<file path="src/rtl/int_div_pkg.sv">
// Shared constants and helpers for the iterative 32-bit divider.
// Covers op encodings, FSM states and the result-selection function.
package int_div_pkg;

  localparam int DIV_ITERATIONS = 32;
  localparam int CNT_W          = 5;

  localparam logic [1:0] OP_DIV  = 2'b00;
  localparam logic [1:0] OP_DIVU = 2'b01;
  localparam logic [1:0] OP_REM  = 2'b10;
  localparam logic [1:0] OP_REMU = 2'b11;

  localparam logic [31:0] DIV_ZERO_QUOT = 32'hFFFF_FFFF;
  localparam logic [31:0] INT_MIN       = 32'h8000_0000;

  typedef enum logic [1:0] {
    IDLE,
    CALC,
    FIX
  } div_state_e;

  function automatic logic [31:0] neg32(
    input logic [31:0] x
  );
    return ~x + 32'd1;
  endfunction

  // Shared by the fixup state and the early-out path so that
  // both builds produce bit-identical special-case results.
  function automatic logic [31:0] div_result(
    input logic [1:0]  op,
    input logic [31:0] quo,
    input logic [31:0] rem,
    input logic        neg_q,
    input logic        neg_r,
    input logic        dz,
    input logic        ovf,
    input logic [31:0] dvd
  );
    logic is_rem;
    is_rem = op[1];
    if (dz)
      return is_rem ? dvd : DIV_ZERO_QUOT;
    if (ovf)
      return is_rem ? 32'd0 : INT_MIN;
    if (is_rem)
      return neg_r ? neg32(rem) : rem;
    return neg_q ? neg32(quo) : quo;
  endfunction

endpackage

</file>
<file path="src/rtl/cla_adder_32.sv">
// 32-bit carry-lookahead adder/subtractor.
// 4-bit lookahead groups; group carries ripple between groups.
module cla_adder_32 (
  input  logic [31:0] a_i,
  input  logic [31:0] b_i,
  input  logic        sub_i,
  output logic [31:0] sum_o,
  output logic        co_o
);

  logic [31:0] bx;
  logic [31:0] g;
  logic [31:0] p;
  logic [32:0] c;

  assign bx = b_i ^ {32{sub_i}};
  assign g  = a_i & bx;
  assign p  = a_i ^ bx;

  // Carry lookahead inside each nibble, group carry out.
  always_comb begin
    c    = '0;
    c[0] = sub_i;
    for (int k = 0; k < 8; k++) begin
      c[4*k+1] = g[4*k]
               | (p[4*k] & c[4*k]);
      c[4*k+2] = g[4*k+1]
               | (p[4*k+1] & g[4*k])
               | (p[4*k+1] & p[4*k] & c[4*k]);
      c[4*k+3] = g[4*k+2]
               | (p[4*k+2] & g[4*k+1])
               | (p[4*k+2] & p[4*k+1] & g[4*k])
               | (p[4*k+2] & p[4*k+1] & p[4*k]
                  & c[4*k]);
      c[4*k+4] = g[4*k+3]
               | (p[4*k+3] & g[4*k+2])
               | (p[4*k+3] & p[4*k+2] & g[4*k+1])
               | (p[4*k+3] & p[4*k+2] & p[4*k+1]
                  & g[4*k])
               | (p[4*k+3] & p[4*k+2] & p[4*k+1]
                  & p[4*k] & c[4*k]);
    end
  end

  assign sum_o = p ^ c[31:0];
  assign co_o  = c[32];

endmodule

</file>
<file path="src/rtl/int_div_32_step.sv">
// One restoring-division iteration (combinational).
// The partial remainder is always below the divisor, so 32 bits hold it.
module div_step (
  input  logic [31:0] rem_i,
  input  logic        bit_i,
  input  logic [31:0] divisor_i,
  output logic [31:0] rem_o,
  output logic        q_o
);

  logic [32:0] shifted;
  logic [31:0] diff;
  logic        no_borrow;

  assign shifted = {rem_i, bit_i};

  cla_adder_32 u_sub (
    .a_i   (shifted[31:0]),
    .b_i   (divisor_i),
    .sub_i (1'b1),
    .sum_o (diff),
    .co_o  (no_borrow)
  );

  // Bit 32 set means the 33-bit value already exceeds any divisor.
  assign q_o   = shifted[32] | no_borrow;
  assign rem_o = q_o ? diff : shifted[31:0];

endmodule

</file>
<file path="src/rtl/int_div_32.sv">
// Iterative radix-2 restoring divider for DIV/DIVU/REM/REMU.
// Optional INT_DIV_EARLY_OUT_EN resolves /0 and overflow in IDLE.
module int_div_32
  import int_div_pkg::*;
#(
  parameter int OPERAND_SIZE = 32
) (
  input  logic                    clk_i,
  input  logic                    rst_n_i,
  input  logic                    start_i,
  input  logic [1:0]              op_i,
  input  logic [OPERAND_SIZE-1:0] dividend_i,
  input  logic [OPERAND_SIZE-1:0] divisor_i,
  output logic                    busy_o,
  output logic                    valid_o,
  output logic [OPERAND_SIZE-1:0] result_o
);

  div_state_e state;
  div_state_e state_nxt;

  logic [CNT_W-1:0] count;
  logic [1:0]       op_q;
  logic [31:0]      dvd_q;
  logic [31:0]      dsr_q;
  logic [31:0]      quo_q;
  logic [31:0]      rem_q;
  logic [31:0]      orig_q;
  logic             neg_q_q;
  logic             neg_r_q;
  logic             dz_q;
  logic             ovf_q;

  logic        sgn_op;
  logic        a_neg;
  logic        b_neg;
  logic [31:0] a_mag;
  logic [31:0] b_mag;
  logic        dz_in;
  logic        ovf_in;
  logic        accept;
  logic        early;
  logic        last;
  logic [31:0] step_rem;
  logic        step_q;
  logic [31:0] fix_res;
  logic [31:0] early_res;

  assign sgn_op = ~op_i[0];
  assign a_neg  = sgn_op & dividend_i[31];
  assign b_neg  = sgn_op & divisor_i[31];
  assign a_mag  = a_neg ? neg32(dividend_i) : dividend_i;
  assign b_mag  = b_neg ? neg32(divisor_i) : divisor_i;
  assign dz_in  = (divisor_i == 32'd0);
  assign ovf_in = sgn_op
                & (dividend_i == INT_MIN)
                & (divisor_i == DIV_ZERO_QUOT);
  assign accept = start_i & (state == IDLE);
  assign last   = (count == CNT_W'(DIV_ITERATIONS - 1));
  assign busy_o = (state != IDLE);

`ifdef INT_DIV_EARLY_OUT_EN
  assign early = dz_in | ovf_in;
`else
  assign early = 1'b0;
`endif

  div_step u_step (
    .rem_i     (rem_q),
    .bit_i     (dvd_q[31]),
    .divisor_i (dsr_q),
    .rem_o     (step_rem),
    .q_o       (step_q)
  );

  assign fix_res = div_result(op_q, quo_q, rem_q,
                              neg_q_q, neg_r_q,
                              dz_q, ovf_q, orig_q);

  assign early_res = div_result(op_i, 32'd0, 32'd0,
                                1'b0, 1'b0,
                                dz_in, ovf_in, dividend_i);

  // State register, falling-edge like the multiplier pipe.
  always_ff @(negedge clk_i or negedge rst_n_i) begin
    if (!rst_n_i)
      state <= IDLE;
    else
      state <= state_nxt;
  end

  // Next-state: IDLE -> CALC (32 steps) -> FIX -> IDLE.
  always_comb begin
    state_nxt = state;
    unique case (state)
      IDLE: if (accept && !early) state_nxt = CALC;
      CALC: if (last) state_nxt = FIX;
      FIX:  state_nxt = IDLE;
      default: state_nxt = IDLE;
    endcase
  end

  // Operand capture, iteration datapath and result register.
  always_ff @(negedge clk_i or negedge rst_n_i) begin
    if (!rst_n_i) begin
      count    <= '0;
      op_q     <= '0;
      dvd_q    <= '0;
      dsr_q    <= '0;
      quo_q    <= '0;
      rem_q    <= '0;
      orig_q   <= '0;
      neg_q_q  <= 1'b0;
      neg_r_q  <= 1'b0;
      dz_q     <= 1'b0;
      ovf_q    <= 1'b0;
      valid_o  <= 1'b0;
      result_o <= '0;
    end else begin
      valid_o <= 1'b0;
      unique case (state)
        IDLE: begin
          if (accept && early) begin
            result_o <= early_res;
            valid_o  <= 1'b1;
          end else if (accept) begin
            count   <= '0;
            op_q    <= op_i;
            dvd_q   <= a_mag;
            dsr_q   <= b_mag;
            quo_q   <= '0;
            rem_q   <= '0;
            orig_q  <= dividend_i;
            neg_q_q <= a_neg ^ b_neg;
            neg_r_q <= a_neg;
            dz_q    <= dz_in;
            ovf_q   <= ovf_in;
          end
        end
        CALC: begin
          rem_q <= step_rem;
          dvd_q <= {dvd_q[30:0], 1'b0};
          quo_q <= {quo_q[30:0], step_q};
          count <= count + CNT_W'(1);
        end
        FIX: begin
          result_o <= fix_res;
          valid_o  <= 1'b1;
        end
        default: ;
      endcase
    end
  end

endmodule

</file>
<file path="config.mk">
export PLATFORM = sky130hd
export DESIGN_NAME = int_div_32
export DESIGN_NICKNAME = d
export VERILOG_FILES = /design/src/rtl/int_div_pkg.sv /design/src/rtl/cla_adder_32.sv /design/src/rtl/int_div_32_step.sv /design/src/rtl/int_div_32.sv
export SDC_FILE = /design/constraint.sdc
export NUM_CORES = 1
export LEC_CHECK = 0
export ABC_AREA = 1
export CORE_ASPECT_RATIO = 1.4
export CORE_MARGIN = 1.5
export CORE_UTILIZATION = 45
export DETAILED_ROUTE_END_ITERATION = 16
export PLACE_DENSITY = 0.68
export SLEW_MARGIN = 10
export SYNTH_ARGS = -nofsm -noshare
export SYNTH_HDL_FRONTEND = slang
export SYNTH_SLANG_ARGS = --single-unit
</file>
<file path="constraint.sdc">
create_clock -name clk_i -period 2.8 [get_ports clk_i]
set_input_delay 0.42 -clock clk_i [delete_from_list [all_inputs] [get_ports clk_i]]
set_output_delay 0.42 -clock clk_i [all_outputs]
set_load 0.02 [all_outputs]
</file>
==> flow_summary.yaml <==
logic_synthesis:
  syn_area_um2: 13000
  synthCells: 1701
  synth_top_area_cell: "dfrtn_1"
  synth.area.top_cells: "dfrtn_1 39%, nand2_1 8.4%, o21ai_0 7.0%"
  syn_nets: 1817
  async_flop_share: 1.00
  avgSynthCellArea_um2: 7.64
  synth_edf_count: 0
  yosysSeqAreaShare: 0.395
  synth-seq-cells: 205
  ys_warn_count: 0
  synth_top_area_frac: 0.395
  ys_types: 55
  ys.flop_type: "dfrtn_1"
power:
  p_comb_frac: 0.617
  switching_share: 0.462
  power_w: 0.0222
  power.share.clock: 0.136
  pwr-share-seq: 0.247
  powerDensity_nw_per_um2: 1190
  switchingPower_w: 0.0103
  p_int_w: 0.0120
  peakVddDrop_v: 0.000590
  p_leak_nw: 8.88
finish:
  postLayoutCellArea_um2: 18700
  num_antenna_cells: 0
  layout-drive-gt1-share: 0.293
  syn2layout_area_growth_pct: 43.8
  fillers: 2277
  nets: 2151
timing:
  worst_slack_ps: -449
  worstMarginPinSlew_ps: 698
  rsz0062_at_grt: "yes"
  setup-tns-final_ps: -16040
  finalSetupViolations: 74
  relSlewSlack: 0.534
  drv_slew: 0
  hold_viol: 0
  skew_ps: 9.57
status:
  status: "finished, violations left"
  violations: "negative setup slack"
placement:
  dp_hpwl_mm: 30.6
  place_area_um2: 16100
  globalplace.congestion: 0.917
  io_buffers: 102
global_routing:
  grt_pass1_wl_mm: 66.7
  grt_usage: 0.279
  antenna_found_initial: 0
  grt_start_max_net_pins: 50
  grt_pass1_vias: 13199
  grt_overflow_total: 0
die:
  ios: 103
  rows: 73
  die_area_um2: 29900
  initial_core_util: 0.457
  core_um2: 28400
  die_w_um: 147
  die_h_um: 204
route:
  routed_wl_mm: 43.8
  routedWlPerCell_um: 18.0
  vias: 13580
  drc: 0
  viasPerCell: 5.60
  drtAntennaViolNets: 0
  drt_iter0_drc: 912
  first_pass_iters: 6
worst_setup_path:
  crit_fanout: 3
  critPathArrivalTime_ps: 2220
  startpoint_type: "input pin"
  setup.worst_path.end_class: "flop"
  worstPathRequired_ps: 1770
  path_class: "in -> reg"
cts:
  cts_tree: "built"
  path_clk_slew_ps: 50
  ctsHtreeMaxLevel: 1
  cts_root_buf: "clkbuf_16"
  numClockSinks: 205
  numCtsBuffers: 22
  clk_path_buf_depth: 3
  clk-insertion-delay-late_ps: 530
job:
  drv_cap: 0
min_path:
  hold_class: "reg -> reg"
logic make-up (layout without fill, tap and decap cells):
logic type | Yosys count | in the layout | synth area share
AND/OR/NAND/NOR | 670 | 670 | 0.233
AO/OA/AOI/OAI | 421 | 421 | 0.186
buffers and inverters | 281 | 630 | 0.0855
flip-flops | 205 | 205 | 0.395
XOR/XNOR | 77 | 77 | 0.0519
adder cells (fa/ha/maj) | 47 | 47 | 0.0493
power groups by stage:
stage	combinational [W]	clock, W	sequential (W)
final	0.0137	0.00303	0.00550
after global placement	0.0109	0	0.00545
after floorplan	0.00775	0	0.00519
after detailed placement	0.0112	0	0.00547
after CTS	0.0117	0.00305	0.00545
after global routing	0.0151	0.00316	0.00562
cells in the mapped netlist (4+ instances only):
master and number:
fa_1 7, nor4_1 11, nand3b_1 7, buf_6 4
a21oi_1 66, inv_1 197, nor3_2 8, xor2_1 63
nand3_1 138, o21ai_0 182, xnor2_1 14, clkbuf_1 69
a22oi_1 31, a31oi_1 35, nand4_1 17, o21ai_1 34
o31ai_1 4, o22ai_1 34, nor2_2 4, o211ai_1 17
dfrtn_1 205, nand2_1 291, ha_1 40, nor2_1 141
or2_2 4, nor3_1 28, o311ai_0 4, nand2_2 4
registers in the layout, summed over array words and instances, names as in the netlist:
name	count
result_o	32
ovf_q	1
dsr_q	32
valid_o	1
count	5
state	2
neg_q_q	1
neg_r_q	1
rem_q	32
op_q	1
quo_q	32
dvd_q	32
dz_q	1
orig_q	32
final cells by class:
type | count | area, um2 | area share
Tap cell | 375 | 469 | 0.0251
Sequential cell | 205 | 5130 | 0.275
Inverter | 200 | 805 | 0.0431
Clock buffer | 27 | 579 | 0.0310
Clock inverter | 12 | 156 | 0.00837
Multi-Input combinational cell | 1215 | 7790 | 0.417
Timing Repair Buffer | 390 | 3740 | 0.200
Timing Repair inverter | 1 | 6.26 | 0.000335
critical path, stage by stage:
cell	delay [ps]
buf_8	100
buf_6	110
nor2_4	100
nand3_4	100
nor3_4	250
nand4_1	200
nor3_2	180
inv_2	90
buf_6	120
o41ai_4	260
nand3_1	110
nand3_1	100
o21ai_1	70
per-layer routing:
metal	vias up	global-route usage	share of wire
li1	6444	-	-
met1	6496	0.329	0.38
met2	481	0.496	0.51
met3	159	0.0266	0.053
met4	0	0.157	0.059
met5	-	0	0
placed cells by master, fill, tap and decap left out, types with 42 or more instances in the layout:
cell | netlist | final
dfrtn_1 | 205 | 205
nor2_1 | 141 | 116
buf_4 | 0 | 226
nand2_2 | 4 | 42
a21oi_1 | 66 | 62
nand3_1 | 138 | 106
buf_6 | 4 | 69
o21ai_1 | 34 | 61
nand2_1 | 291 | 234
o21ai_0 | 182 | 133
inv_1 | 197 | 174
xor2_1 | 63 | 60
repair_timing:
item / CTS / global route
hold buffers: 0 / 0
endpoints found under the setup margin: 151 / 167
gates resized for setup: 370 / 204
pin swaps: 81 / 112
cloned: 2 / 5
buffers inserted: 48 / 46
through the flow:
stage / hold WS, ps / worst slack [ps] / util / std cells
2_1_floorplan: 404 / -698 / - / 1701
5_1_grt: 456 / -599 / 0.658 / 2425
6_report: 428 / -449 / 0.658 / 2425
3_3_place_gp: 420 / -1500 / 0.566 / 2306
4_1_cts: 432 / -566 / 0.618 / 2385
3_5_place_dp: 429 / -1530 / 0.566 / 2306
final timing paths:
kind / from / endpoint / slack (ps) / cells past startpoint
min in group asynchronous: rst_n_i / dsr_q[29] / 1060 / 1
max: divisor_i[1] / dsr_q[29] / -450 / 13
min reg2reg: orig_q[20] / orig_q[20] / 430 / 2
max reg2reg: dsr_q[3] / rem_q[28] / 60 / 23
max in group asynchronous: rst_n_i / quo_q[10] / 1110 / 2
min: orig_q[20] / orig_q[20] / 430 / 2
Note: power is estimated with default switching activity, not from simulation.
